## src/rtl/spi_cmd_receiver_if.sv

```systemverilog
// Bundles the SPI pins and the decoded register-write outputs of spi_cmd_receiver.
// The host drives the pins through the master modport; the receiver uses the slave modport.
interface spi_cmd_receiver_if #(
    parameter int FRAME_BITS = 16
);
    logic                  spi_cs_n;
    logic                  spi_sck;
    logic                  spi_mosi;
    logic                  spi_miso;
    logic                  spi_miso_oe;
    logic [FRAME_BITS-1:0] data;
    logic                  data_valid;
    logic [7:0]            pwm_wr;
    logic                  clk_div_wr;
    logic                  frame_err;

    modport master (
        output spi_cs_n, spi_sck, spi_mosi,
        input  spi_miso, spi_miso_oe, data, data_valid, pwm_wr, clk_div_wr, frame_err
    );

    modport slave (
        input  spi_cs_n, spi_sck, spi_mosi,
        output spi_miso, spi_miso_oe, data, data_valid, pwm_wr, clk_div_wr, frame_err
    );
endinterface

```

## src/rtl/spi_cmd_receiver.sv

```systemverilog
// SPI mode-0 slave: oversamples the pins, assembles command frames, publishes data plus write strobes.
// Define SPI_ECHO_EN to shift the previous valid frame back out on spi_miso during each frame.
//
// state     | meaning
// WAIT_IDLE | after reset; waits for settled synchronizers and cs_n high
// IDLE      | no frame; waiting for a cs_n falling edge
// SHIFT     | frame in progress; sampling mosi on sck rising edges
module spi_cmd_receiver #(
    parameter int FRAME_BITS  = 16,
    parameter int SYNC_STAGES = 2
) (
    input logic             clk,
    input logic             rst_n,
    spi_cmd_receiver_if.slave bus
);
    localparam int CW = $clog2(FRAME_BITS + 2);
    localparam logic [CW-1:0] CNT_FULL = CW'(FRAME_BITS);
    localparam logic [CW-1:0] CNT_SAT  = CW'(FRAME_BITS + 1);

    typedef enum logic [1:0] {WAIT_IDLE, IDLE, SHIFT} state_t;

    state_t state, state_nxt;

    logic [SYNC_STAGES-1:0] cs_sync, sck_sync, mosi_sync;
    logic                   cs_hist, sck_hist;
    logic [SYNC_STAGES:0]   prime_sr;
    logic                   cs_s, sck_s, mosi_s, sync_primed;
    logic                   cs_fall, cs_rise, sck_rise;

    logic [FRAME_BITS-1:0]  shift_reg, data_q;
    logic [CW-1:0]          bit_cnt;
    logic [3:0]             addr;
    logic                   start_frame, shift_en, end_frame, frame_ok, frame_bad;
    logic                   data_valid_q, clk_div_wr_q, frame_err_q;
    logic [7:0]             pwm_wr_q;

    // Sync chains reset to the idle pin levels; prime_sr marks when they hold real pin samples.
    always_ff @(posedge clk or negedge rst_n) begin
        if (!rst_n) begin
            cs_sync   <= '1;
            sck_sync  <= '0;
            mosi_sync <= '0;
            cs_hist   <= 1'b1;
            sck_hist  <= 1'b0;
            prime_sr  <= '0;
        end else begin
            cs_sync   <= {cs_sync[SYNC_STAGES-2:0], bus.spi_cs_n};
            sck_sync  <= {sck_sync[SYNC_STAGES-2:0], bus.spi_sck};
            mosi_sync <= {mosi_sync[SYNC_STAGES-2:0], bus.spi_mosi};
            cs_hist   <= cs_sync[SYNC_STAGES-1];
            sck_hist  <= sck_sync[SYNC_STAGES-1];
            prime_sr  <= {prime_sr[SYNC_STAGES-1:0], 1'b1};
        end
    end

    assign cs_s        = cs_sync[SYNC_STAGES-1];
    assign sck_s       = sck_sync[SYNC_STAGES-1];
    assign mosi_s      = mosi_sync[SYNC_STAGES-1];
    assign sync_primed = prime_sr[SYNC_STAGES];
    assign cs_fall     = cs_hist & ~cs_s;
    assign cs_rise     = ~cs_hist & cs_s;
    assign sck_rise    = ~sck_hist & sck_s;

    always_ff @(posedge clk or negedge rst_n) begin
        if (!rst_n) state <= WAIT_IDLE;
        else        state <= state_nxt;
    end

    always_comb begin
        state_nxt = state;
        case (state)
            WAIT_IDLE: if (sync_primed && cs_s) state_nxt = IDLE;
            IDLE:      if (cs_fall)             state_nxt = SHIFT;
            SHIFT:     if (cs_rise)             state_nxt = IDLE;
            default:                            state_nxt = WAIT_IDLE;
        endcase
    end

    // A cs_n rise takes priority over an sck rise seen in the same cycle.
    always_comb begin
        start_frame = (state == IDLE) && cs_fall;
        shift_en    = (state == SHIFT) && !cs_rise && sck_rise;
        end_frame   = (state == SHIFT) && cs_rise;
        frame_ok    = end_frame && (bit_cnt == CNT_FULL);
        frame_bad   = end_frame && (bit_cnt != CNT_FULL);
    end

    assign addr = shift_reg[FRAME_BITS-1 -: 4];

    always_ff @(posedge clk or negedge rst_n) begin
        if (!rst_n) begin
            shift_reg    <= '0;
            bit_cnt      <= '0;
            data_q       <= '0;
            data_valid_q <= 1'b0;
            pwm_wr_q     <= '0;
            clk_div_wr_q <= 1'b0;
            frame_err_q  <= 1'b0;
        end else begin
            if (start_frame) begin
                shift_reg <= '0;
                bit_cnt   <= '0;
            end else if (shift_en) begin
                shift_reg <= {shift_reg[FRAME_BITS-2:0], mosi_s};
                if (bit_cnt != CNT_SAT) bit_cnt <= bit_cnt + 1'b1;
            end
            if (frame_ok) data_q <= shift_reg;
            data_valid_q <= frame_ok;
            frame_err_q  <= frame_bad;
            pwm_wr_q     <= (frame_ok && !addr[3]) ? (8'd1 << addr[2:0]) : 8'd0;
            clk_div_wr_q <= frame_ok && (addr == 4'd8);
        end
    end

    assign bus.data       = data_q;
    assign bus.data_valid = data_valid_q;
    assign bus.pwm_wr     = pwm_wr_q;
    assign bus.clk_div_wr = clk_div_wr_q;
    assign bus.frame_err  = frame_err_q;

`ifdef SPI_ECHO_EN
    logic                  sck_fall;
    logic [FRAME_BITS-1:0] tx_sr;

    assign sck_fall = sck_hist & ~sck_s;

    // Zeros shift in behind the echoed word so miso idles low once it is exhausted.
    always_ff @(posedge clk or negedge rst_n) begin
        if (!rst_n) begin
            tx_sr <= '0;
        end else if (start_frame) begin
            tx_sr <= data_q;
        end else if ((state == SHIFT) && sck_fall) begin
            tx_sr <= {tx_sr[FRAME_BITS-2:0], 1'b0};
        end
    end

    assign bus.spi_miso    = (state == SHIFT) && tx_sr[FRAME_BITS-1];
    assign bus.spi_miso_oe = (state == SHIFT);
`else
    assign bus.spi_miso    = 1'b0;
    assign bus.spi_miso_oe = 1'b0;
`endif
endmodule

```

## src/flat_wrapper.sv

```systemverilog
// flat-port wrapper written by rule: the top's interface ports become plain ports
module spi_cmd_receiver_flat 
#(
    parameter int FRAME_BITS  = 16,
    parameter int SYNC_STAGES = 2
)
  (clk, rst_n, bus_spi_cs_n, bus_spi_sck, bus_spi_mosi, bus_spi_miso, bus_spi_miso_oe, bus_data, bus_data_valid, bus_pwm_wr, bus_clk_div_wr, bus_frame_err);
  spi_cmd_receiver_if #(.FRAME_BITS(FRAME_BITS)) bus_i ();
  input logic clk;
  input logic rst_n;
  input wire logic [$bits(bus_i.spi_cs_n)-1:0] bus_spi_cs_n;
  input wire logic [$bits(bus_i.spi_sck)-1:0] bus_spi_sck;
  input wire logic [$bits(bus_i.spi_mosi)-1:0] bus_spi_mosi;
  output wire logic [$bits(bus_i.spi_miso)-1:0] bus_spi_miso;
  output wire logic [$bits(bus_i.spi_miso_oe)-1:0] bus_spi_miso_oe;
  output wire logic [$bits(bus_i.data)-1:0] bus_data;
  output wire logic [$bits(bus_i.data_valid)-1:0] bus_data_valid;
  output wire logic [$bits(bus_i.pwm_wr)-1:0] bus_pwm_wr;
  output wire logic [$bits(bus_i.clk_div_wr)-1:0] bus_clk_div_wr;
  output wire logic [$bits(bus_i.frame_err)-1:0] bus_frame_err;
  assign bus_i.spi_cs_n = bus_spi_cs_n;
  assign bus_i.spi_sck = bus_spi_sck;
  assign bus_i.spi_mosi = bus_spi_mosi;
  assign bus_spi_miso = bus_i.spi_miso;
  assign bus_spi_miso_oe = bus_i.spi_miso_oe;
  assign bus_data = bus_i.data;
  assign bus_data_valid = bus_i.data_valid;
  assign bus_pwm_wr = bus_i.pwm_wr;
  assign bus_clk_div_wr = bus_i.clk_div_wr;
  assign bus_frame_err = bus_i.frame_err;
  spi_cmd_receiver #(.FRAME_BITS(FRAME_BITS), .SYNC_STAGES(SYNC_STAGES)) u_core (.clk(clk), .rst_n(rst_n), .bus(bus_i));
endmodule
```

## config.mk

```make
export PLATFORM = sky130hd
export DESIGN_NAME = spi_cmd_receiver_flat
export DESIGN_NICKNAME = d
export VERILOG_FILES = /design/src/rtl/spi_cmd_receiver_if.sv /design/src/rtl/spi_cmd_receiver.sv /design/src/flat_wrapper.sv
export SDC_FILE = /design/constraint.sdc
export NUM_CORES = 1
export LEC_CHECK = 0
export ABC_AREA = 1
export CORE_MARGIN = 1.5
export CORE_UTILIZATION = 41
export CTS_CLUSTER_DIAMETER = 120
export DETAILED_ROUTE_END_ITERATION = 8
export PLACE_DENSITY = 0.65
export SYNTH_ARGS = -nofsm -noshare
export SYNTH_HDL_FRONTEND = slang
export SYNTH_SLANG_ARGS = --single-unit
```

## constraint.sdc

```tcl
create_clock -name clk -period 1.2 [get_ports clk]
set_input_delay 0.12 -clock clk [delete_from_list [all_inputs] [get_ports clk]]
set_output_delay 0.12 -clock clk [all_outputs]
set_load 0.02 [all_outputs]
```

=== Word level (Yosys, flattened, before mapping) ===
Cells that the tools add are included.

* Equality and inequality tests: 9
* Shift-type cells: 1
* Reduce and logical (&&, ||, !) cells: 16
* Multiplexer cells: 10
* $add $sub $neg: 1
* Bitwise gates (word level): 6

{| class="wikitable"
|+ Operator list
! cell !! number
|-
| 16-bit 2-to-1 mux || 2
|-
| 5-bit 2-to-1 mux || 3
|-
| 5-bit inequality test, second input constant || 2
|-
| 1-bit logical AND || 9
|-
| 8-bit 2-to-1 mux || 1
|-
| 1-bit by 3-bit left shift with 8-bit output, first input constant || 1
|-
| 2-bit 2-to-1 mux || 3
|-
| 2-bit by 1-bit inequality test with 1-bit output, second input constant || 3
|-
| 2-bit case mux with 3 select lines || 1
|-
| 5-bit by 1-bit adder with 5-bit output, second input constant || 1
|-
| 5-bit == test, second input constant || 1
|-
| 4-bit == test, second input constant || 1
|-
| 2-bit nonzero test || 2
|-
| 1-bit AND || 3
|-
| 1-bit inverter || 3
|-
| 3-bit AND reduction || 1
|-
| 2-bit by 1-bit == test with 1-bit output, second input constant || 1
|-
| 2-bit == test, second input constant || 1
|-
| 1-bit zero test || 2
|-
| 2-bit zero test || 1
|-
| 2-bit AND reduction || 1
|}

* Word-level logic and storage cells: 57
* Flip-flop bits (word level): 61
* Input port bits: 5
* Output and inout bits: 29

=== Longest topological paths before layout ===
Gate-level depths: netlist of run 1.

* Depth in word-level cells: 7
* Depth in mapped cells: 8
* Gate-level depth less buffers: 8

=== Worst setup path before layout of run 1 ===
Ideal clock, no wire load.

* Path kind: register to register
* Start point: reg u_core.bit_cnt[0]
* End point: reg u_core.data_q[10] (netlist: u_core.bus.data[10])
* Setup time: 123 ps
* Data arrival time: 1166 ps
* Required time: 1077 ps
* Cell stages (with the launch flop): 7
* Period minus slack after synthesis: 1289 ps
* Path buffers: 1
* Slack: -89 ps
* Cell sequence: dfrtp_1 > inv_1 > ha_1 > nand3_4 > buf_2 > o21ai_0 > nand2_1

* Cells in the longest elaborated chain, start to end: 2

{| class="wikitable"
|+ RTL lines
! element !! RTL line !! text
|-
| from (decl) || spi_cmd_receiver.sv:31 || <nowiki>logic [CW-1:0] bit_cnt;</nowiki>
|-
| from (signal assigned) || spi_cmd_receiver.sv:105 || <nowiki>if (bit_cnt != CNT_SAT) bit_cnt <= bit_cnt + 1'b1;</nowiki>
|-
| 5-bit == test || spi_cmd_receiver.sv:84 || <nowiki>frame_ok = end_frame && (bit_cnt == CNT_FULL);</nowiki>
|-
| 1-bit logical AND || spi_cmd_receiver.sv:84 ||
|-
| to (signal assigned) || spi_cmd_receiver.sv:107 || <nowiki>if (frame_ok) data_q <= shift_reg;</nowiki>
|-
| to (decl) || spi_cmd_receiver.sv:30 || <nowiki>logic [FRAME_BITS-1:0] shift_reg, data_q;</nowiki>
|}

No other way between the ends.
A chain may end at the register's enable or synchronous reset.

=== Worst setup path after layout of run 1 ===
* Start point: reg u_core.state[1]
* End point: reg u_core.data_q[14] (netlist: u_core.bus.data[14])

* Cells in the longest elaborated chain, start to end: 3

{| class="wikitable"
|+ RTL lines
! element !! RTL line !! text
|-
| from (decl) || spi_cmd_receiver.sv:22 || <nowiki>state_t state, state_nxt;</nowiki>
|-
| from (signal assigned) || spi_cmd_receiver.sv:66 || <nowiki>else state <= state_nxt;</nowiki>
|-
| 2-bit == test || spi_cmd_receiver.sv:83 || <nowiki>end_frame = (state == SHIFT) && cs_rise;</nowiki>
|-
| 1-bit logical AND || spi_cmd_receiver.sv:83 ||
|-
| 1-bit logical AND || spi_cmd_receiver.sv:84 ||
|}

No other way between the ends.

==> results.md, run 1 <==
* Crit share post-route at 116.1%
* Vias in the first global route at 2,019
* Ports at 34
* Width of the die at 80.34 µm
* Final WS setup at -0.1935 ns
* Worst Clk Skew at 0.009125 ns
* Ordered cell list for the critical path: inv_2, nor2_4, buf_6, nand3_4, buf_4, nor2_4, nand2_1, nand2_1
* Initial core utilization at 43.47%
* Synth Area per Inst at between 10 and 15 µm²
* Hold WC Path Type: input pin to register
* Max Cap Violations at 0
* Worst slack, placed at -0.3164 ns
* Top cells by area in the synthesized netlist: dfrtp_1, nand2_1, o21ai_0
* DR vias/cell at approximately 5
* Port Buf Inserts at 31
* Power density cells at 1307 mW/mm²
* Final min period at 1.394 ns
* Gr ovfl total at 0
* Setup Viol. Count Final at 49
* Startpoint Class: register
* Clk_lat worst skew at 0.34 ns
* Area growth, synth to finish at 53.47%
* Cell area after synthesis at 0.002452 mm²
* Final nets at approximately 330
* First-pass GRT wire length at 10.18 mm
* Root buf cell: clkbuf_8
* Residual DRC at 0
* Worst Path Max Fanout at 5
* Initial antenna violation count at 0
* Max stage delay on crit path at 0.40 ns
* Achievable Freq at 0.7176 GHz
* Worst Path Buf+Inv at 3
* Inst Count DP at around 360
* Top delay family on crit path: simple AND/OR/NAND/NOR gates
* RSZ-0062 raised after global routing: true
* CTS max path bufs at 2
* Diode count at 0
* RePlAce Congestion at slightly below 0.8
* DR vias at 2,050
* 1st-pass router iterations at 4
* Iter 0 DRT Violations at about 130
* Failing checks: negative setup slack
* YS warnings at 0
* Layout cell share with drive strength beyond 1 at 41.95%
* Maximum VDD drop at 775.4 µV
* Leading area contributor after synthesis: dfrtp_1
* CTS Buf Count at 9
* Routed wire per std cell at roughly 16 µm
* H-tree depth at 3
* Placed Area at 0.002975 mm²
* Crit path capture type: register
* Netlist cell types at 21
* Number of synthesized register bits at 61
* Status: finished with violations
* Pins Over Slew Limit at 0
* Die ar. at between 0.006 and 0.007 mm²
* Largest net degree at the start of global routing at 62
* Rows at 27
* Seq/Total Area, Yosys at 62.40%
* Critical Path AT at 1.67 ns
* GRT Overall Usage at 21.86%
* Post-Layout Inst Area at around 0.0038 mm²
* Post-Route WL at 6.501 mm
* Worst-path clk slew at 0.07 ns
* Post-Layout Cell Count at 401
* Crit path max-delay cell type: dfrtp_1
* Top-area cell type share of the netlist area at 59.18%
* Crit Path Class: register to register
* DP HPWL at 3.127 mm
* Leak Pwr at 1.868 nW
* Final ANT Viol Nets at 0
* Critical path required time at between 1 and 1.5 ns
* CTS tree: yes
* Final Hold Viols at 0
* Cells after Synth at 243
* DIE HEIGHT at 80.34 µm
* # clock sinks at 61
* Reg2Reg Setup Slack at -0.19 ns
* Core ar. at 0.005642 mm²
report_power, final:
part / internal (mW) / total (mW) / leakage [nW] / switching (mW)
Sequential: 2.15 / 2.23 / 0.820 / 0.0771
Combinational: 0.450 / 0.971 / 0.956 / 0.522
Clock: 0.936 / 1.72 / 0.0919 / 0.786
Total: 3.53 / 4.92 / 1.87 / 1.38
layout by cell type, fill, tap and decap left out, types with 5 or more instances in the layout:
cell | netlist | final
buf_4 | 4 | 19
buf_6 | 2 | 22
clkbuf_8 | 0 | 9
clkdlybuf4s15_1 | 0 | 5
dfrtp_1 | 58 | 58
dlygate4sd2_1 | 0 | 21
inv_1 | 15 | 11
nand2_1 | 63 | 48
nand2_2 | 1 | 10
nand2_4 | 0 | 6
nand3_1 | 21 | 5
nand3_2 | 1 | 13
nand3_4 | 4 | 8
nand4_1 | 7 | 7
nor2_1 | 15 | 7
nor2_2 | 0 | 7
nor2_4 | 3 | 6
o21ai_1 | 5 | 16
o21ai_2 | 0 | 14
final cells by class:
type / count / area [µm²]
Fill cell: 399 / 1878
Tap cell: 72 / 90.09
Sequential cell: 61 / 1530
Clock inverter: 5 / 52.55
Timing Repair Buffer: 80 / 812.0
Multi-Input combinational cell: 157 / 1086
Inverter: 16 / 65.06
Clock buffer: 10 / 127.6
routing by layer:
layer / up-vias / global-route usage (%) / wire length (µm)
li1: 957 / - / -
met1: 1021 / 27.24 / 2728
met2: 56 / 34.71 / 3295
met4: 0 / 12.93 / 212
met5: - / 0 / 0
met3: 16 / 4.773 / 265
through the flow:
stage / setup TNS [ns] / hold WS, ns / utilization [%] / power [mW]
floorplan: -0.5207 / -0.1756 / - / 2.549
global placement: -7.697 / 0.1492 / 52.74 / 2.759
detailed placement: -9.403 / 0.1527 / 52.74 / 2.786
CTS: -3.377 / 0.1864 / 62.94 / 4.754
global route: -9.251 / 0.1852 / 66.71 / 5.126
finish: -6.336 / 0.1914 / 66.71 / 4.919
worst paths after layout:
kind,start,endpoint,depth (start not counted)
hold / removal,bus_spi_cs_n,u_core.cs_sync[0]$_DFF_PN1_,1
min in group asynchronous,rst_n,u_core.prime_sr[0]$_DFF_PN0_,3
setup / recovery,u_core.state[1]$_DFFE_PN0P_,u_core.bus.data[14]$_DFFE_PN0P_,8
setup reg to reg,u_core.state[1]$_DFFE_PN0P_,u_core.bus.data[14]$_DFFE_PN0P_,8
max in group asynchronous,rst_n,u_core.cs_hist$_DFF_PN1_,3
hold reg to reg,u_core.mosi_sync[0]$_DFF_PN0_,u_core.mosi_sync[1]$_DFF_PN0_,0
cell usage after synthesis, drive strengths merged:
cell,count
nand2,64
dfrtp,58
o21ai,33
nand3,26
nor2,18
inv,16
buf,11
nand4,7
dfstp,3
ha,3
conb,2
clkbuf,1
xor2,1
cells by family (layout without fill, tap and decap cells):
kind of cell	Yosys count	in the layout	share of synthesized area (%)
AOI/OAI and AO/OA	33	33	6.734
other	2	3	0.3062
xor gates and xnor gates	1	1	0.3572
buffers and inverters	28	111	5.765
and+or+nand+nor	115	117	22.91
adders and majority gates	3	3	1.531
DFF	61	61	62.40
timing repair:
action	CTS	global route
endpoints found under the setup margin	76	51
endpoints found under the hold margin	58	0
hold buffers	1	0
pin swaps	11	19
resized for setup	104	52
gates cloned	8	1
setup buffers	14	10
(Power assumes the default switching activity.)
==> run 2: changes to the inputs <==
Settings changed: CORE_UTILIZATION 41 to 48, MAX_ROUTING_LAYER set to met4, PLACE_DENSITY 0.65 to 0.74.
==> run 2 against run 1 <==
  * The flow still finishes with violations (negative setup slack)
  * Combinational power fell by 13%
  * Via count fell by 4.5%
  * Largest power group unchanged
  * Wire length fell by 13%
  * Sequential power barely moved
  * Register-to-register slack improved by 0.04 ns
  * Clock-buffer cell count did not move
  * Sequential cell count did not move
  * Final cell count fell by 4.7%
  * Clock skew rose by 0.0022 ns
  * Critical endpoint is now u_core.bit_cnt[3]$_DFFE_PN0P_
==> results.md, run 2 (same netlist as run 1, synthesis figures left out) <==
* Status: finished with violations (unchanged)
* Failing checks: negative setup slack (unchanged)
* GRT Overall Usage at 23.66% (was 21.86%)
* CTS max path bufs at 2 (unchanged)
* Residual DRC at 0 (unchanged)
* Final ANT Viol Nets at 0 (unchanged)
* Power density cells at 1387 mW/mm² (was 1307 mW/mm²)
* Pins Over Slew Limit at 0 (unchanged)
* Vias in the first global route at 1,958 (was 2,019)
* Crit path max-delay cell type: dfrtp_1 (unchanged)
* Iter 0 DRT Violations at 126 (was 134)
* Rows at 25 (was 27)
* Setup Viol. Count Final at 46 (was 49)
* Crit share post-route at 112.8% (was 116.1%)
* Diode count at 0 (unchanged)
* Root buf cell: clkbuf_8 (unchanged)
* CTS Buf Count at 9 (unchanged)
* Final Hold Viols at 0 (unchanged)
* Internal at 3.704 mW (was 3.534 mW)
* Leak Pwr at 1.870 nW (was 1.868 nW)
* Comb pwr share at 16.8% (was 19.7%)
* Fill count at 306 (was 399)
* Startpoint Class: register (unchanged)
* First-pass GRT wire length at 9.183 mm (was 10.18 mm)
* Top delay family on crit path: buffers and inverters (was simple AND/OR/NAND/NOR gates)
* Clk_lat worst skew at 0.34 ns (about the same)
* DIE HEIGHT at 74.48 µm (was 80.34 µm)
* Total power at 5.040 mW (was 4.919 mW)
* Max Cap Violations at 0 (unchanged)
* Max stage delay on crit path at 0.40 ns (about the same)
* Worst slack, placed at -0.1800 ns (was -0.3164 ns)
* CTS tree: yes (unchanged)
* Post-Route WL at 5.633 mm (was 6.501 mm)
* Critical Path AT at 1.62 ns (was 1.67 ns)
* Worst-path clk slew at 0.07 ns (about the same)
* DP HPWL at 3.058 mm (was 3.127 mm)
* Worst Clk Skew at 0.01128 ns (was 0.009125 ns)
* Crit path capture type: register (unchanged)
* Final nets at 318 (was 333)
* Port Buf Inserts at 31 (unchanged)
* Initial core utilization at 50.91% (was 43.47%)
* Die ar. at 0.005547 mm² (was 0.006455 mm²)
* Gr ovfl total at 0 (unchanged)
* Clock share of power at 39.1% (was 35.0%)
* Initial antenna violation count at 0 (unchanged)
* P_sw at 1.336 mW (was 1.384 mW)
* RSZ-0062 raised after global routing: true (unchanged)
* Cell mode on critical path: buf_6
* Final WS setup at -0.1531 ns (was -0.1935 ns)
* Worst Path Buf+Inv at 4 (was 3)
* Area growth, synth to finish at 48.21% (was 53.47%)
* # clock sinks at 61 (unchanged)
* DR vias/cell at 5.126 (was 5.112)
* Hold WC Path Type: input pin to register (unchanged)
* Critical path required time at 1.47 ns (was 1.48 ns)
* 1st-pass router iterations at 5 (was 4)
* Largest net degree at the start of global routing at 62 (unchanged)
* Most common cell after layout, fill and taps aside: dfrtp_1 (unchanged)
* Final min period at 1.353 ns (was 1.394 ns)
* H-tree depth at 3 (unchanged)
* Layout cell share with drive strength beyond 1 at 41.27% (was 41.95%)
* Ports at 34 (unchanged)
* Most frequent cells in the layout: dfrtp_1, nand2_1, dlygate4sd2_1, nand2_2, o21ai_1 (was dfrtp_1, nand2_1, buf_6, dlygate4sd2_1, buf_4)
* Routed wire per std cell at 14.75 µm (was 16.21 µm)
* Core ar. at 0.004817 mm² (was 0.005642 mm²)
* Final setup TNS at -5.086 ns (was -6.336 ns)
* Maximum VDD drop at 908.9 µV (was 775.4 µV)
* Achievable Freq at 0.7391 GHz (was 0.7176 GHz)
* Ordered cell list for the critical path: inv_2, nor2_4, buf_6, nand3_4, inv_4, buf_6, nand4_1, nand2_1 (was inv_2, nor2_4, buf_6, nand3_4, buf_4, nor2_4, nand2_1, nand2_1)
* Crit Path Class: register to register (unchanged)
* Sw frac at 26.51% (was 28.15%)
* Width of the die at 74.48 µm (was 80.34 µm)
* Reg power frac at 44.0% (was 45.2%)
* Worst Path Max Fanout at 8 (was 5)
* DR vias at 1,958 (was 2,050)
* RePlAce Congestion at 0.7968 (was 0.7878)
==> run 2: cell count changes in the layout (fill, tap and decap cells not counted), moves of 3 or more <==
| cell | change |
|---|---|
| nand2_2 | +8 |
| buf_4 | -3 |
| nand2_4 | +3 |
| buf_6 | -11 |
| buf_12 | +3 |
| nand2_1 | -11 |
==> run 2: power groups by stage <==
stage / registers [mW] / logic [mW] / clock network (mW)
6_report: 2.22 / 0.848 / 1.97
5_1_grt: 2.23 / 0.915 / 2.08
4_1_cts: 2.21 / 0.756 / 1.99
3_5_place_dp: 2.24 / 0.511 / 0
3_3_place_gp: 2.23 / 0.488 / 0
2_1_floorplan: 2.25 / 0.298 / 0
==> run 2: what timing repair did <==
item                                   in CTS  in global routing
gates cloned                                3                  0
gates resized for setup                   101                 43
setup buffers                              12                  5
setup endpoints to repair                  73                 54
hold buffers                                1                  0
endpoints found under the hold margin      58                  0
pin swaps                                  15                 16
==> run 2: final timing paths <==
| path | from | endpoint | depth (start not counted) | slack, ns |
|---|---|---|---|---|
| max in group asynchronous | rst_n | u_core.cs_sync[0]$_DFF_PN1_ | 3 | 0.60 |
| min in group asynchronous | rst_n | u_core.sck_sync[0]$_DFF_PN0_ | 3 | 0.31 |
| worst min-delay path | bus_spi_cs_n | u_core.cs_sync[0]$_DFF_PN1_ | 1 | 0.21 |
| worst min register to register | u_core.cs_sync[0]$_DFF_PN1_ | u_core.cs_sync[1]$_DFF_PN1_ | 0 | 0.35 |
| worst max register to register | u_core.state[1]$_DFFE_PN0P_ | u_core.bit_cnt[3]$_DFFE_PN0P_ | 8 | -0.15 |
| worst max-delay path | u_core.state[1]$_DFFE_PN0P_ | u_core.bit_cnt[3]$_DFFE_PN0P_ | 8 | -0.15 |
==> run 2: through the flow <==
stage / hold slack (ns) / area, µm² / std cells / utilization, %
after floorplan: -0.1756 / 2497 / 244 / -
after global placement: 0.1458 / 2999 / 351 / 62.26
after detailed placement: 0.1506 / 2999 / 351 / 62.26
after CTS: 0.1945 / 3581 / 383 / 74.34
after global routing: 0.2009 / 3635 / 382 / 75.45
final: 0.2082 / 3635 / 382 / 75.45
==> run 2: metal layers <==
| layer | vias up | GRT usage, % | routed length [µm] | part of all wire (%) |
|---|---|---|---|---|
| met4 | 0 | 10.51 | 112 | 2.0 |
| li1 | 926 | - | - | - |
| met3 | 10 | 6.911 | 190 | 3.4 |
| met5 | - | - | 0 | 0 |
| met2 | 49 | 36.71 | 2901 | 52 |
| met1 | 973 | 28.76 | 2429 | 43 |
==> run 2: area by class of cell <==
| class | count | area (µm²) | area share [%] |
|---|---|---|---|
| repair buffers | 67 | 671.9 | 18.49 |
| flip-flops and latches | 61 | 1530 | 42.10 |
| clock buffers | 10 | 127.6 | 3.511 |
| inverters | 16 | 65.06 | 1.790 |
| well taps | 67 | 83.83 | 2.306 |
| clock inverters | 6 | 87.58 | 2.410 |
| multi-input cells | 155 | 1069 | 29.40 |
==> run 3: changes to the inputs <==
Settings changed: CORE_ASPECT_RATIO set to 2, CTS_CLUSTER_DIAMETER 120 to unset, HOLD_SLACK_MARGIN set to 0.08.
==> run 3 against run 2 <==
  * The run still ends with negative setup slack left
  * Global-route usage is 1.2 points higher
  * Clock-buffer cell count is 5 higher
  * Final cell count did not move
  * Sequential cell count stayed put
  * Wire length increased by 18%
  * Utilization increased by 0.97 points
  * Die area up 0.47%
  * Clock power shrank 17%
  * Total power shrank 5.3%
  * Combinational power increased by 8.7%
  * Via count rose by 3.6%
  * Critical endpoint is now u_core.bus.pwm_wr[7]$_DFF_PN0_
  * Highest routed layer unchanged
==> results.md, run 3 (same netlist as run 1, synthesis figures left out) <==
* Status: finished with violations (unchanged)
* Failing checks: negative setup slack (unchanged)
* Post-Layout Cell Count at 382 (unchanged)
* Hold WC Path Type: input pin to register (unchanged)
* Gr ovfl total at 0 (unchanged)
* Root buf cell: clkbuf_8 (unchanged)
* Final nets at 328 (was 318)
* Residual DRC at 0 (unchanged)
* # clock sinks at 61 (unchanged)
* Final Hold Viols at 0 (unchanged)
* Crit share post-route at 119.4% (was 112.8%)
* Achievable Freq at 0.6978 GHz (was 0.7391 GHz)
* Initial core utilization at 49.95% (was 50.91%)
* Fin util at 76.43% (was 75.45%)
* Rows at 36 (was 25)
* Routed wire per std cell at 17.38 µm (was 14.75 µm)
* Most common cell after layout, fill and taps aside: dfrtp_1 (unchanged)
* Crit Path Class: register to register (unchanged)
* Fill count at 292 (was 306)
* Diode count at 0 (unchanged)
* Initial antenna violation count at 0 (unchanged)
* Largest net degree at the start of global routing at 62 (unchanged)
* DR vias at 2,029 (was 1,958)
* DP HPWL at 3.101 mm (was 3.058 mm)
* First-pass GRT wire length at 9.611 mm (was 9.183 mm)
* RSZ-0062 raised after global routing: true (unchanged)
* Post-Route WL at 6.638 mm (was 5.633 mm)
* Final min period at 1.433 ns (was 1.353 ns)
* Inst Count DP at 346 (was 351)
* Critical Path AT at 1.71 ns (was 1.62 ns)
* Crit path capture type: register (unchanged)
* Worst Path Max Fanout at 5 (was 8)
* Cell mode on critical path: nand3_4 (was buf_6)
* Max stage delay on crit path at 0.39 ns (was 0.40 ns)
* DIE HEIGHT at 104.1 µm (was 74.48 µm)
* Worst-path clk slew at 0.06 ns (was 0.07 ns)
* Worst Clk Skew at 0.01532 ns (was 0.01128 ns)
* Port Buf Inserts at 31 (unchanged)
* RePlAce Congestion at 0.8529 (was 0.7968)
* Die ar. at 0.005573 mm² (was 0.005547 mm²)
* Ports at 34 (unchanged)
* Ordered cell list for the critical path: inv_2, ha_4, nand3_4, nor2_4, buf_12, nand3_4, nor2_2 (was inv_2, nor2_4, buf_6, nand3_4, inv_4, buf_6, nand4_1, nand2_1)
* H-tree depth at 3 (unchanged)
* Setup Viol. Count Final at 48 (was 46)
* 1st-pass router iterations at 4 (was 5)
* Vias in the first global route at 1,977 (was 1,958)
* Area growth, synth to finish at 53.01% (was 48.21%)
* CTS Buf Count at 9 (unchanged)
* CTS tree: yes (unchanged)
* Iter 0 DRT Violations at 72 (was 126)
* Startpoint Class: register (unchanged)
* Layout cell share with drive strength beyond 1 at 42.15% (was 41.27%)
* Maximum VDD drop at 1307 µV (was 908.9 µV)
* Worst slack, placed at -0.2810 ns (was -0.1800 ns)
* Final ANT Viol Nets at 0 (unchanged)
* Critical path required time at 1.47 ns (about the same)
* Power density cells at 1272 mW/mm² (was 1387 mW/mm²)
* Pins Over Slew Limit at 0 (unchanged)
* GRT Overall Usage at 24.86% (was 23.66%)
* Width of the die at 53.54 µm (was 74.48 µm)
* Core ar. at 0.004910 mm² (was 0.004817 mm²)
* Crit path max-delay cell type: dfrtp_1 (unchanged)
* Final WS setup at -0.2330 ns (was -0.1531 ns)
* Most frequent cells in the layout: dfrtp_1, nand2_1, dlygate4sd2_1, o21ai_1, buf_6 (was dfrtp_1, nand2_1, dlygate4sd2_1, nand2_2, o21ai_1)
* DR vias/cell at 5.312 (was 5.126)
* Leak Pwr at 1.850 nW (was 1.870 nW)
* Max Cap Violations at 0 (unchanged)
* Placed Area at 0.002987 mm² (was 0.002999 mm²)
* Post-Layout Inst Area at 0.003752 mm² (was 0.003635 mm²)
* Clk_lat worst skew at 0.35 ns (was 0.34 ns)
* CTS max path bufs at 2 (unchanged)
## run 3: cell types whose count changed in the layout (fill, tap and decap cells not counted), moves of 3 or more
cell      delta
nor2_2       +3
buf_12       +3
nand3_1      -4
nand2_1      +9
clkbuf_1     +3
nand2_4      -4
nand2_2      -5
nand3_4      +3
nor2_1       -3
buf_6        +6
## run 3: worst paths after layout
kind	startpoint	endpoint	slack (ns)	depth (start not counted)
setup / recovery	u_core.bit_cnt[1]$_DFFE_PN0P_	u_core.bus.pwm_wr[7]$_DFF_PN0_	-0.23	7
max in group asynchronous	rst_n	u_core.cs_sync[0]$_DFF_PN1_	0.59	3
hold reg to reg	u_core.prime_sr[1]$_DFF_PN0_	u_core.prime_sr[2]$_DFF_PN0_	0.35	0
min in group asynchronous	rst_n	u_core.shift_reg[7]$_DFFE_PN0P_	0.30	3
setup reg to reg	u_core.bit_cnt[1]$_DFFE_PN0P_	u_core.bus.pwm_wr[7]$_DFF_PN0_	-0.23	7
hold / removal	bus_spi_cs_n	u_core.cs_sync[0]$_DFF_PN1_	0.20	1
## run 3: area by class of cell
class	instances	area [µm²]	area share, %
sequential	61	1530	40.78
clock buffer	15	166.4	4.435
multi-input combinational	157	1109	29.54
inverter	16	65.06	1.734
clock inverter	1	5.005	0.1334
tap	57	71.32	1.901
timing repair buffer	75	805.8	21.47
## run 3: through the flow
step	setup TNS, ns	hold slack [ns]	total power [mW]
floorplan	-0.5207	-0.1756	2.549
global placement	-6.507	0.1448	2.771
detailed placement	-7.323	0.1437	2.792
CTS	-4.131	0.1991	4.559
global route	-9.175	0.1963	4.957
finish	-6.156	0.1957	4.774
## run 3: repair_timing
action / 4_1_cts / 5_1_grt
endpoints found under the hold margin: 61 / 0
setup endpoints to repair: 76 / 53
setup buffers: 8 / 6
pin swaps: 11 / 29
hold buffers: 1 / 0
resized for setup: 110 / 50
cloned: 7 / 0
## run 3: power by group
group	switching (mW)	leakage (nW)	internal, mW
logic	0.497	0.942	0.425
registers	0.0719	0.820	2.15
clock network	0.769	0.0877	0.862
total	1.34	1.85	3.44
## run 3: critical path: cells and delay by family (launching register included)
kind,cells,cell delay [ns]
AND/OR/NAND/NOR,4,0.60
flip-flops,1,0.39
buffers and inverters,2,0.22
adder cells (fa/ha/maj),1,0.15
## run 3: routing by layer
metal / vias up / track usage, % / routed length, µm
met5: - / - / 0
met4: 0 / 10.44 / 211
met3: 20 / 4.885 / 279
met2: 61 / 41.45 / 3571
met1: 1005 / 27.78 / 2576
li1: 943 / - / -
